### config.mk
export PLATFORM = sky130hd
export DESIGN_NAME = vga_timing_controller
export DESIGN_NICKNAME = d
export VERILOG_FILES = /design/src/rtl/vga_timing_controller.sv
export SDC_FILE = /design/constraint.sdc
export NUM_CORES = 1
export LEC_CHECK = 0
export CAP_MARGIN = 20
export CORE_MARGIN = 3
export CORE_UTILIZATION = 44
export DETAILED_ROUTE_END_ITERATION = 10
export GPL_ROUTABILITY_DRIVEN = 0
export PLACE_DENSITY = 0.7
export SLEW_MARGIN = 30
export SYNTH_ARGS = -nofsm -noshare
export SYNTH_HDL_FRONTEND = slang
export SYNTH_SLANG_ARGS = --single-unit
### constraint.sdc
create_clock -name VGA_CLOCK -period 3.2 [get_ports VGA_CLOCK]
set_input_delay 0.96 -clock VGA_CLOCK [delete_from_list [all_inputs] [get_ports VGA_CLOCK]]
set_output_delay 0.96 -clock VGA_CLOCK [all_outputs]
set_load 0.01 [all_outputs]
### src/rtl/vga_timing_controller.sv
// vga_timing_controller: free-running VGA raster counters with a pixel/sync realignment output stage.
module vga_timing_controller #(
  parameter int H_VISIBLE     = 800,
  parameter int H_FRONT       = 56,
  parameter int H_SYNC        = 120,
  parameter int H_BACK        = 64,
  parameter int V_VISIBLE     = 600,
  parameter int V_FRONT       = 37,
  parameter int V_SYNC        = 6,
  parameter int V_BACK        = 23,
  parameter bit H_SYNC_POL    = 1'b1,
  parameter bit V_SYNC_POL    = 1'b1,
  parameter int PIXEL_LATENCY = 1
) (
  input  logic        VGA_CLOCK,
  input  logic        RESET,
  input  logic [2:0]  PIXEL,
  output logic [10:0] PIXEL_H,
  output logic [10:0] PIXEL_V,
  output logic        VGA_R,
  output logic        VGA_G,
  output logic        VGA_B,
  output logic        VGA_HSYNC,
  output logic        VGA_VSYNC,
  output logic        VBLANK_START
);
  localparam int H_TOTAL = H_VISIBLE + H_FRONT + H_SYNC + H_BACK;
  localparam int V_TOTAL = V_VISIBLE + V_FRONT + V_SYNC + V_BACK;
  localparam int DW = 3 * PIXEL_LATENCY;
  localparam logic [10:0] H_LAST = 11'(H_TOTAL - 1);
  localparam logic [10:0] V_LAST = 11'(V_TOTAL - 1);
  localparam logic [10:0] H_ACT  = 11'(H_VISIBLE);
  localparam logic [10:0] V_ACT  = 11'(V_VISIBLE);
  localparam logic [10:0] H_SS   = 11'(H_VISIBLE + H_FRONT);
  localparam logic [10:0] H_SE   = 11'(H_VISIBLE + H_FRONT + H_SYNC);
  localparam logic [10:0] V_SS   = 11'(V_VISIBLE + V_FRONT);
  localparam logic [10:0] V_SE   = 11'(V_VISIBLE + V_FRONT + V_SYNC);

  generate
    if (H_TOTAL > 2048 || V_TOTAL > 2048 || PIXEL_LATENCY < 1 || PIXEL_LATENCY > 4) begin : g_bad_cfg
      $error("vga_timing_controller: totals must be <= 2048 and PIXEL_LATENCY in 1..4");
    end
  endgenerate

  logic [10:0] h_q, h_d, v_q, v_d;
  logic [DW-1:0] dl_q, dl_d;
  logic [2:0] raw, del, rgb_q, rgb_d;
  logic hsync_q, hsync_d, vsync_q, vsync_d, h_wrap, v_wrap;

  // delay line slots hold {active, hs, vs}; the oldest slot sits in the top bits
  always_comb begin
    h_wrap  = h_q == H_LAST;
    v_wrap  = v_q == V_LAST;
    h_d     = h_wrap ? '0 : h_q + 11'd1;
    v_d     = !h_wrap ? v_q : v_wrap ? '0 : v_q + 11'd1;
    raw     = {h_q < H_ACT && v_q < V_ACT, h_q >= H_SS && h_q < H_SE, v_q >= V_SS && v_q < V_SE};
    dl_d    = DW'({dl_q, raw});
    del     = dl_q[DW-1 -: 3];
    rgb_d   = del[2] ? PIXEL : 3'b000;
    hsync_d = del[1] ? H_SYNC_POL : ~H_SYNC_POL;
    vsync_d = del[0] ? V_SYNC_POL : ~V_SYNC_POL;
  end

  always_ff @(posedge VGA_CLOCK) begin
    if (RESET) begin
      h_q     <= '0;
      v_q     <= '0;
      dl_q    <= '0;
      rgb_q   <= '0;
      hsync_q <= ~H_SYNC_POL;
      vsync_q <= ~V_SYNC_POL;
    end else begin
      h_q     <= h_d;
      v_q     <= v_d;
      dl_q    <= dl_d;
      rgb_q   <= rgb_d;
      hsync_q <= hsync_d;
      vsync_q <= vsync_d;
    end
  end

  assign PIXEL_H      = h_q;
  assign PIXEL_V      = v_q;
  assign {VGA_R, VGA_G, VGA_B} = rgb_q;
  assign VGA_HSYNC    = hsync_q;
  assign VGA_VSYNC    = vsync_q;
  assign VBLANK_START = h_q == '0 && v_q == V_ACT;
endmodule

==> results of run 1 <==
-- layout by cell type, fill, tap and decap left out, drive strengths merged, types with 5 or more instances in the layout --
master,n
clkbuf,6
o21ai,5
nor3,6
nand3,7
nand2,10
dfxtp,30
o31ai,6
clkdlybuf4s50,32
or4,5
nor2,17
nand4,8
inv,6
xor2,6
a21oi,11
ha,5
-- final cells by class --
| type | instances | area (um2) |
|---|---|---|
| repair buffers | 36 | 350 |
| multi-input cells | 125 | 845 |
| flip-flops and latches | 30 | 601 |
| well taps | 44 | 55.1 |
| fillers | 298 | 1170 |
| inverters | 6 | 22.5 |
| clock buffers | 6 | 51.3 |
| clock inverters | 2 | 60.1 |
-- layer usage --
metal	share of wire (%)	up-vias	GRT usage, %
met5	0	-	0
met4	2.4	0	7.12
met3	7.2	9	7.21
met2	45	51	28.7
met1	46	638	23.1
li1	-	678	-
-- flip-flops by register name, indices dropped and copies added, names as in the netlist --
signal,count
VGA_VSYNC,1
del,3
rgb_q,3
PIXEL_V,11
PIXEL_H,11
VGA_HSYNC,1
-- logic make-up (layout without fill, tap and decap cells) --
family                   Yosys count  in the layout  synth area share [%]
AO/OA/AOI/OAI                     26             26                  10.5
XOR/XNOR                          10             10                  5.87
adder cells (fa/ha/maj)            5              5                  4.19
buffers and inverters             13             50                  3.60
flip-flops                        30             30                  40.2
multiplexers                       1              1                 0.671
AND/OR/NAND/NOR                   83             83                  35.0
-- critical path: cells and delay by family, from the launching register on --
family	cells	cell delay (ns)
buffers and inverters	2	0.69
AND/OR/NAND/NOR	3	0.54
flip-flops	1	0.39
adder cells (fa/ha/maj)	1	0.14
-- power by group through the flow --
stage                     Clock [mW]  Sequential (mW)  Combinational [mW]
after CTS                      0.405            0.384              0.0363
after detailed placement           0            0.393              0.0360
final                          0.400            0.384              0.0360
after global placement             0            0.392              0.0356
after floorplan                    0            0.394              0.0151
after global routing           0.420            0.385              0.0404
-- path summary, 6_finish.rpt --
path | from | to | slack, ns | cells past startpoint
min | del[1] | VGA_HSYNC | 0.45 | 1
max | PIXEL_V[0] | VBLANK_START | 0.14 | 6
min reg2reg | del[1] | VGA_HSYNC | 0.45 | 1
max reg2reg | PIXEL_H[0] | PIXEL_V[4] | 1.27 | 5
-- repair_timing --
action	4_1_cts	5_1_grt
pin swaps	0	2
setup endpoints to repair	1	1
resized for setup	1	0
gates cloned	0	0
setup buffers	0	3
hold buffers	0	0
-- stage by stage --
step           area, um2  hold slack [ns]  worst slack, ns  std cells  utilization, %
6_report            1980            0.447            0.143        249            62.9
5_1_grt             1980            0.469          0.00418        249            62.9
2_1_floorplan       1490            0.414            0.978        168               -
3_3_place_gp        1840            0.428            0.410        238            58.5
3_5_place_dp        1840            0.433            0.378        238            58.5
4_1_cts             1960            0.455           0.0613        246            62.2
==> impl_metrics.yaml, run 1 <==
pwr:
  pwr-share-seq_pct: 46.8
  powerDensity_mw_per_mm2: 413
  p_clk_share_pct: 48.8
  leakagePower_nw: 0.687
  sw_frac_of_total_pct: 19.2
  p_switching_mw: 0.157
  comb_power_share_pct: 4.4
  intPower_mw: 0.663
  total_power_mw: 0.820
  ir_worst_vdd_v: 0.000296
yosys:
  synth_seq_area_share_pct: 40.2
  yosys_warnings: 0
  async_reset_ff_share_pct: 0
  syn_avg_cell_area_um2: 8.89
  synth_cells: 168
  synth.distinct_cells: 40
  synth_fp_nets: 178
  yosysTopAreaCell: "dfxtp_1"
  synthFlopType: "dfxtp_1"
  ys_ff_latch: 30
  synthTopCellsByArea: "dfxtp_1 40%, nor2_1 4.3%, ha_1 4.2%, a21oi_1 3.7%, xor2_1 3.5%"
  synth_edf_count: 0
  syn-cell-area_mm2: 0.00149
  synth_top_area_share_pct: 40.2
  synth_most_common_cell: "dfxtp_1"
  synthTopCellsByCount: "30 x dfxtp_1, 17 x nor2_1, 11 x a21oi_1"
setup_path:
  max_stage_delay_ns: 0.60
  worstPathRequired_ns: 2.24
  end_kind: "output pin"
  critical_path_class: "flop to output pin"
  critPathArrivalTime_ns: 2.10
  cp-start-kind: "flop"
  cp_max_fo: 7
  crit_slowest_cell: "clkdlybuf4s50_1"
  cp_cell_sequence: "inv_1, ha_1, nor4b_1, nand2_1, nor4_1, clkdlybuf4s50_1"
finish:
  syn2layout_area_growth_pct: 32.9
  drive_gt1_share_pct: 10.2
  layout.nets: 214
  antennaDiodeCount: 0
job:
  drv_cap: 0
drt:
  via_count: 1376
  ant_nets: 0
  remaining_drc_errors: 0
  first_pass_iters: 4
  wl_per_cell_um: 14.0
  viasPerCell: 5.53
  routed_wl_um: 3480
  drtIter0Drc: 56
sta:
  period_needed_ns: 3.06
  finalSetupTns_ns: 0
  slew_viol_final: 0
  finalHoldViolCount: 0
  slew_headroom_pct: 55.2
  finClkSkew_ns: 0.00540
  rsz0062_at_grt: "false"
  worstMarginPinSlew_ns: 0.670
  period_share_pct: 95.5
  fmax_mhz: 327
  finalSetupViolCount: 0
die:
  ioPinCount: 33
  die_x_um: 64.2
  dieArea_mm2: 0.00413
  row_count: 20
  start_util_pct: 47.3
  core_area_mm2: 0.00315
  die_h_um: 64.2
global_route:
  grt_overflow: 0
  grt_max_degree: 13
  antenna_found_initial: 0
  first_global_vias: 1261
  grt_pass1_wl_um: 5960
  track_usage_pct: 18.5
placement:
  portBuffers: 32
  dp_hpwl_um: 2480
clocking:
  cts_buffers: 5
  clock_latency_ns: 0.33
  cts_num_sinks: 30
  root_buffer: "clkbuf_4"
  clk_pin_slew_ns: 0.09
  cts_tree: "built"
  cts_max_path_buffers: 2
  h-tree-depth: 2
outcome:
  outcome: "complete, no violations"
hold_path:
  hold_class: "flop to flop"
No activity file was read; power rests on OpenSTA's default activity.
==> run 2: changes to the inputs <==
--- a/config.mk
+++ b/config.mk
@@ -5,12 +5,13 @@
 export SDC_FILE = /design/constraint.sdc
 export NUM_CORES = 1
 export LEC_CHECK = 0
+export ABC_AREA = 1
 export CAP_MARGIN = 20
 export CORE_MARGIN = 3
 export CORE_UTILIZATION = 44
 export DETAILED_ROUTE_END_ITERATION = 10
 export GPL_ROUTABILITY_DRIVEN = 0
-export PLACE_DENSITY = 0.7
+export PLACE_DENSITY = 0.71
 export SLEW_MARGIN = 30
 export SYNTH_ARGS = -nofsm -noshare
 export SYNTH_HDL_FRONTEND = slang
==> run 2 against run 1 <==
- register-to-register slack better by 0.22 ns
- synthesized area rose by 7.7%
- largest power group unchanged
- die area up 7.0%
- non-clock buffer count down 3
- worst hold slack lost 0.040 ns
- critical path type unchanged
- clock-buffer cell count is the same
- highest routed layer unchanged
==> impl_metrics.yaml, run 2 <==
outcome:
  outcome: "complete, no violations"
pwr:
  sw_frac_of_total_pct: 20.2
  intPower_mw: 0.662
  powerDensity_mw_per_mm2: 399
  comb_power_share_pct: 4.6
  p_clk_share_pct: 49.2
  leakagePower_nw: 0.869
  p_switching_mw: 0.167
  ir_worst_vdd_v: 0.000222
  pwr-share-seq_pct: 46.2
setup_path:
  critical_path.top_delay_family: "buffers and inverters"
  cp-start-kind: "flop"
  reg2reg_setup_slack_ns: 1.49
  end_kind: "output pin"
  cp_cell_sequence: "inv_1, nor2_1, nand3_1, nor4_1, clkdlybuf4s50_1"
  critPathArrivalTime_ns: 2.03
  max_stage_delay_ns: 0.60
  r2r-start: "PIXEL_H[0]"
  critical_path_class: "flop to output pin"
  crit_slowest_cell: "clkdlybuf4s50_1"
  worstPathRequired_ns: 2.24
  crit_path_start: "PIXEL_V[6]"
  crit_buf_inv: 2
  rr_worst_depth: 8
  cp_max_fo: 6
  critical_path_depth: 5
sta:
  fin_ws_ns: 0.210
  slew_viol_final: 0
  period_share_pct: 93.4
  fmax_mhz: 334
  finalHoldViolCount: 0
  worstMarginPinSlew_ns: 0.357
  slew_headroom_pct: 76.1
  finClkSkew_ns: 0.0130
  rsz0062_at_grt: "false"
  finalSetupViolCount: 0
  finalSetupTns_ns: 0
  period_needed_ns: 2.99
finish:
  utilization_pct: 60.8
  multi_input_area_um2: 846
  antennaDiodeCount: 0
  seqCellArea_um2: 601
  drive_gt1_share_pct: 8.70
  layout_common_cells: "54 x nand2_1, 40 x nor2_1, 34 x inv_1"
  syn2layout_area_growth_pct: 29.3
  final_common_cell: "nand2_1"
  layout.nets: 285
  num-fill-cells: 333
  fin_area_mm2: 0.00208
die:
  dieArea_mm2: 0.00442
  core_area_mm2: 0.00342
  die_h_um: 66.5
  row_count: 21
  die_x_um: 66.5
  start_util_pct: 47.1
  ioPinCount: 33
clocking:
  h-tree-depth: 2
  hold_buffers: 0
  clk_pin_slew_ns: 0.11
  cts_resized: 0
  cts_max_path_buffers: 2
  root_buffer: "clkbuf_4"
  cts_num_sinks: 30
  postCtsSetupRepairBufs: 0
  cts_tree: "built"
  clock_latency_ns: 0.34
  cts_buffers: 5
yosys:
  synthTopCellsByCount: "54 x nand2_1, 40 x nor2_1, 34 x inv_1"
  synthFlopType: "dfxtp_1"
  synth_top_area_share_pct: 37.4
  syn_avg_cell_area_um2: 6.76
  synth_seq_area_share_pct: 37.4
  synthTopCellsByArea: "dfxtp_1 37%, nand2_1 13%, nor2_1 9.3%, inv_1 7.9%, nand3_1 6.8%"
  synth_most_common_cell: "nand2_1"
  synth_cells: 238
  yosysTopAreaCell: "dfxtp_1"
  yosys_warnings: 0
  synth_fp_nets: 248
  async_reset_ff_share_pct: 0
  ys_ff_latch: 30
  synth.distinct_cells: 25
  syn-cell-area_mm2: 0.00161
  synth_edf_count: 0
placement:
  place_ws_ns: 0.588
  portBuffers: 32
  place_area_mm2: 0.00197
  dp_hpwl_um: 2660
drt:
  drtIter0Drc: 76
  first_pass_iters: 4
  remaining_drc_errors: 0
  wl_per_cell_um: 10.9
  routed_wl_um: 3510
  ant_nets: 0
  via_count: 1539
  viasPerCell: 4.78
global_route:
  grt_pass1_wl_um: 6080
  antenna_found_initial: 0
  first_global_vias: 1418
  grt_overflow: 0
  track_usage_pct: 17.8
  grt_max_degree: 16
hold_path:
  holdCritStartpoint: "del[1]"
  hold_path_depth: 2
  hold_class: "flop to flop"
job:
  drv_cap: 0
run 2: layout make-up:
class	count	area share, %
Clock buffer	6	2.47
Clock inverter	2	2.89
Inverter	36	6.50
Multi-Input combinational cell	169	40.7
Sequential cell	30	28.9
Tap cell	46	2.77
Timing Repair Buffer	33	15.8
run 2: per-layer routing:
metal | vias up | routed length [um] | GRT usage, %
li1 | 819 | - | -
met1 | 678 | 1730 | 23.0
met2 | 37 | 1560 | 27.8
met3 | 5 | 172 | 4.72
met4 | 0 | 52 | 7.87
met5 | - | 0 | 0
run 2: cell families (layout without fill, tap and decap cells):
family | count (synthesis) | after routing | synth area share, %
simple gates | 145 | 145 | 41.3
fa+ha+maj | 5 | 5 | 3.89
xor+xnor | 5 | 5 | 2.72
buf+inv | 39 | 77 | 10.0
compound gates | 14 | 14 | 4.67
flops | 30 | 30 | 37.4
run 2: worst paths after layout:
kind | endpoint
max | VBLANK_START
min | VGA_HSYNC
max reg2reg | PIXEL_V[2]
min reg2reg | VGA_HSYNC
run 2: power groups by stage:
stage	sequential, mW	combinational (mW)	clock (mW)
3_5_place_dp	0.392	0.0386	0
2_1_floorplan	0.393	0.0171	0
3_3_place_gp	0.391	0.0385	0
4_1_cts	0.383	0.0390	0.412
6_report	0.383	0.0384	0.408
5_1_grt	0.384	0.0439	0.435
run 2: tightest hold or removal path, cell delays in order, from the launching register on:
cell and delay [ns]:
dfxtp_1 0.31, inv_1 0.04, nor2_1 0.03
run 2: metrics by stage:
stage | power (mW) | hold WS, ns | instances
floorplan | 0.411 | 0.388 | 238
global placement | 0.430 | 0.392 | 314
detailed placement | 0.430 | 0.393 | 314
CTS | 0.834 | 0.407 | 322
global route | 0.863 | 0.427 | 322
finish | 0.829 | 0.406 | 322
==> run 3: changes to the inputs <==
--- a/config.mk
+++ b/config.mk
@@ -11,6 +11,7 @@
 export CORE_UTILIZATION = 44
 export DETAILED_ROUTE_END_ITERATION = 10
 export GPL_ROUTABILITY_DRIVEN = 0
+export GPL_TIMING_DRIVEN = 0
 export PLACE_DENSITY = 0.71
 export SLEW_MARGIN = 30
 export SYNTH_ARGS = -nofsm -noshare
==> run 3 against run 2 <==
- first-iteration DRC count grew 42%
- cell area grew 0.90%
- clock power is essentially flat
- wire length grew 2.0%
- worst setup slack lost 0.081 ns
- via count grew 2.1%
- flip-flop and latch count is the same
- non-clock buffer count grew 2
- clock skew shrank 0.0023 ns
- cell count grew 0.62%
- critical path depth is the same
- largest power group unchanged
==> impl_metrics.yaml, run 3 (synthesized netlist as in run 2, its figures left out) <==
placement:
  portBuffers: 32
  dp_hpwl_um: 2740
  place_ws_ns: 0.544
setup_path:
  cp_max_fo: 6
  critical_path_class: "flop to output pin"
  crit_slowest_cell: "clkdlybuf4s50_1"
  critPathArrivalTime_ns: 2.11
  max_stage_delay_ns: 0.61
  cp_cell_sequence: "inv_1, nor2_1, nand3_1, nor4_1, clkdlybuf4s50_1"
  crit_buf_inv: 2
  critical_path.top_delay_family: "buffers and inverters"
  worstPathRequired_ns: 2.24
  cp-start-kind: "flop"
  end_kind: "output pin"
sta:
  slew_headroom_pct: 77.3
  finalSetupViolCount: 0
  finalSetupTns_ns: 0
  fin_ws_ns: 0.129
  rsz0062_at_grt: "false"
  slew_viol_final: 0
  period_share_pct: 96.0
  finalHoldViolCount: 0
  fmax_mhz: 326
  period_needed_ns: 3.07
  worstMarginPinSlew_ns: 0.337
  finClkSkew_ns: 0.0107
finish:
  antennaDiodeCount: 0
  utilization_pct: 61.4
  multi_input_area_um2: 846
  drive_gt1_share_pct: 9.35
  final_common_cell: "nand2_1"
  layout.nets: 287
  seqCellArea_um2: 601
  syn2layout_area_growth_pct: 30.4
  layout_common_cells: "54 x nand2_1, 40 x nor2_1, 34 x inv_1"
  num-fill-cells: 335
clocking:
  root_buffer: "clkbuf_4"
  hold_buffers: 0
  cts_max_path_buffers: 2
  cts_buffers: 5
  h-tree-depth: 2
  cts_num_sinks: 30
  cts_tree: "built"
  postCtsSetupRepairBufs: 0
  clock_latency_ns: 0.34
  cts_resized: 0
  clk_pin_slew_ns: 0.10
drt:
  wl_met1_um: 1760
  drtIter0Drc: 108
  route.met3.wl_um: 134
  ant_nets: 0
  routed_wl_um: 3580
  via_count: 1571
  remaining_drc_errors: 0
  met2_length_um: 1620
  wl_per_cell_um: 11.1
  top_layer_used: "met4"
  first_pass_iters: 4
  viasPerCell: 4.85
die:
  dieArea_mm2: 0.00442
  core_area_mm2: 0.00342
  start_util_pct: 47.1
  ioPinCount: 33
  die_x_um: 66.5
  row_count: 21
  die_h_um: 66.5
global_route:
  grt_max_degree: 11
  antenna_found_initial: 0
  grt_overflow: 0
  track_usage_pct: 17.9
  grt_pass1_wl_um: 5940
  first_global_vias: 1376
pwr:
  comb_power_share_pct: 4.6
  p_clk_share_pct: 49.1
  sw_frac_of_total_pct: 19.9
  pwr-share-seq_pct: 46.3
  p_switching_mw: 0.165
  leakagePower_nw: 0.880
  ir_worst_vdd_v: 0.000291
  intPower_mw: 0.662
  powerDensity_mw_per_mm2: 394
job:
  drv_cap: 0
hold_path:
  hold_class: "flop to flop"
outcome:
  outcome: "complete, no violations"
==> run 3: area by class of cell <==
type                       instances  area share (%)
inverter                          36            6.44
timing repair buffer              32            15.3
multi-input combinational        169            40.3
clock inverter                     2            2.86
tap                               46            2.74
sequential                        30            28.6
buffer                             3            1.25
clock buffer                       6            2.45
==> run 3: path summary, 6_finish.rpt <==
check | start | to | slack (ns) | cells past startpoint
setup reg to reg | PIXEL_H[0] | PIXEL_V[7] | 1.65 | 8
hold reg to reg | del[0] | VGA_VSYNC | 0.41 | 2
setup / recovery | PIXEL_V[6] | VBLANK_START | 0.13 | 5
hold / removal | del[0] | VGA_VSYNC | 0.41 | 2
==> run 3: power groups by stage <==
| stage | registers (mW) | logic, mW | clock network (mW) |
|---|---|---|---|
| 2_1_floorplan | 0.393 | 0.0171 | 0 |
| 3_3_place_gp | 0.392 | 0.0379 | 0 |
| 3_5_place_dp | 0.392 | 0.0380 | 0 |
| 4_1_cts | 0.383 | 0.0383 | 0.413 |
| 5_1_grt | 0.384 | 0.0434 | 0.430 |
| 6_report | 0.383 | 0.0378 | 0.406 |
==> run 3: per-layer routing <==
layer  GRT usage, %  vias up
li1               -      828
met1           22.9      698
met2           28.0       36
met3           5.06        9
met4           7.61        0
met5              0        -
==> run 3: through the flow <==
step                      instance area, um2  power, mW  hold slack [ns]  std cells
after floorplan                         1610      0.411            0.388        238
after global placement                  1990      0.429            0.392        316
after detailed placement                1990      0.430            0.401        316
after CTS                               2100      0.834            0.415        324
after global routing                    2100      0.857            0.436        324
final                                   2100      0.827            0.409        324
==> run 3: worst register-to-register path, cell delays in order, from the launching register on <==
cell and delay, ns:
dfxtp_1 0.41, ha_1 0.26, nand3_4 0.11, nor2_4 0.23, nand2_2 0.09, nand2_1 0.10, nand2_2 0.11, inv_2 0.10
nor2_1 0.05
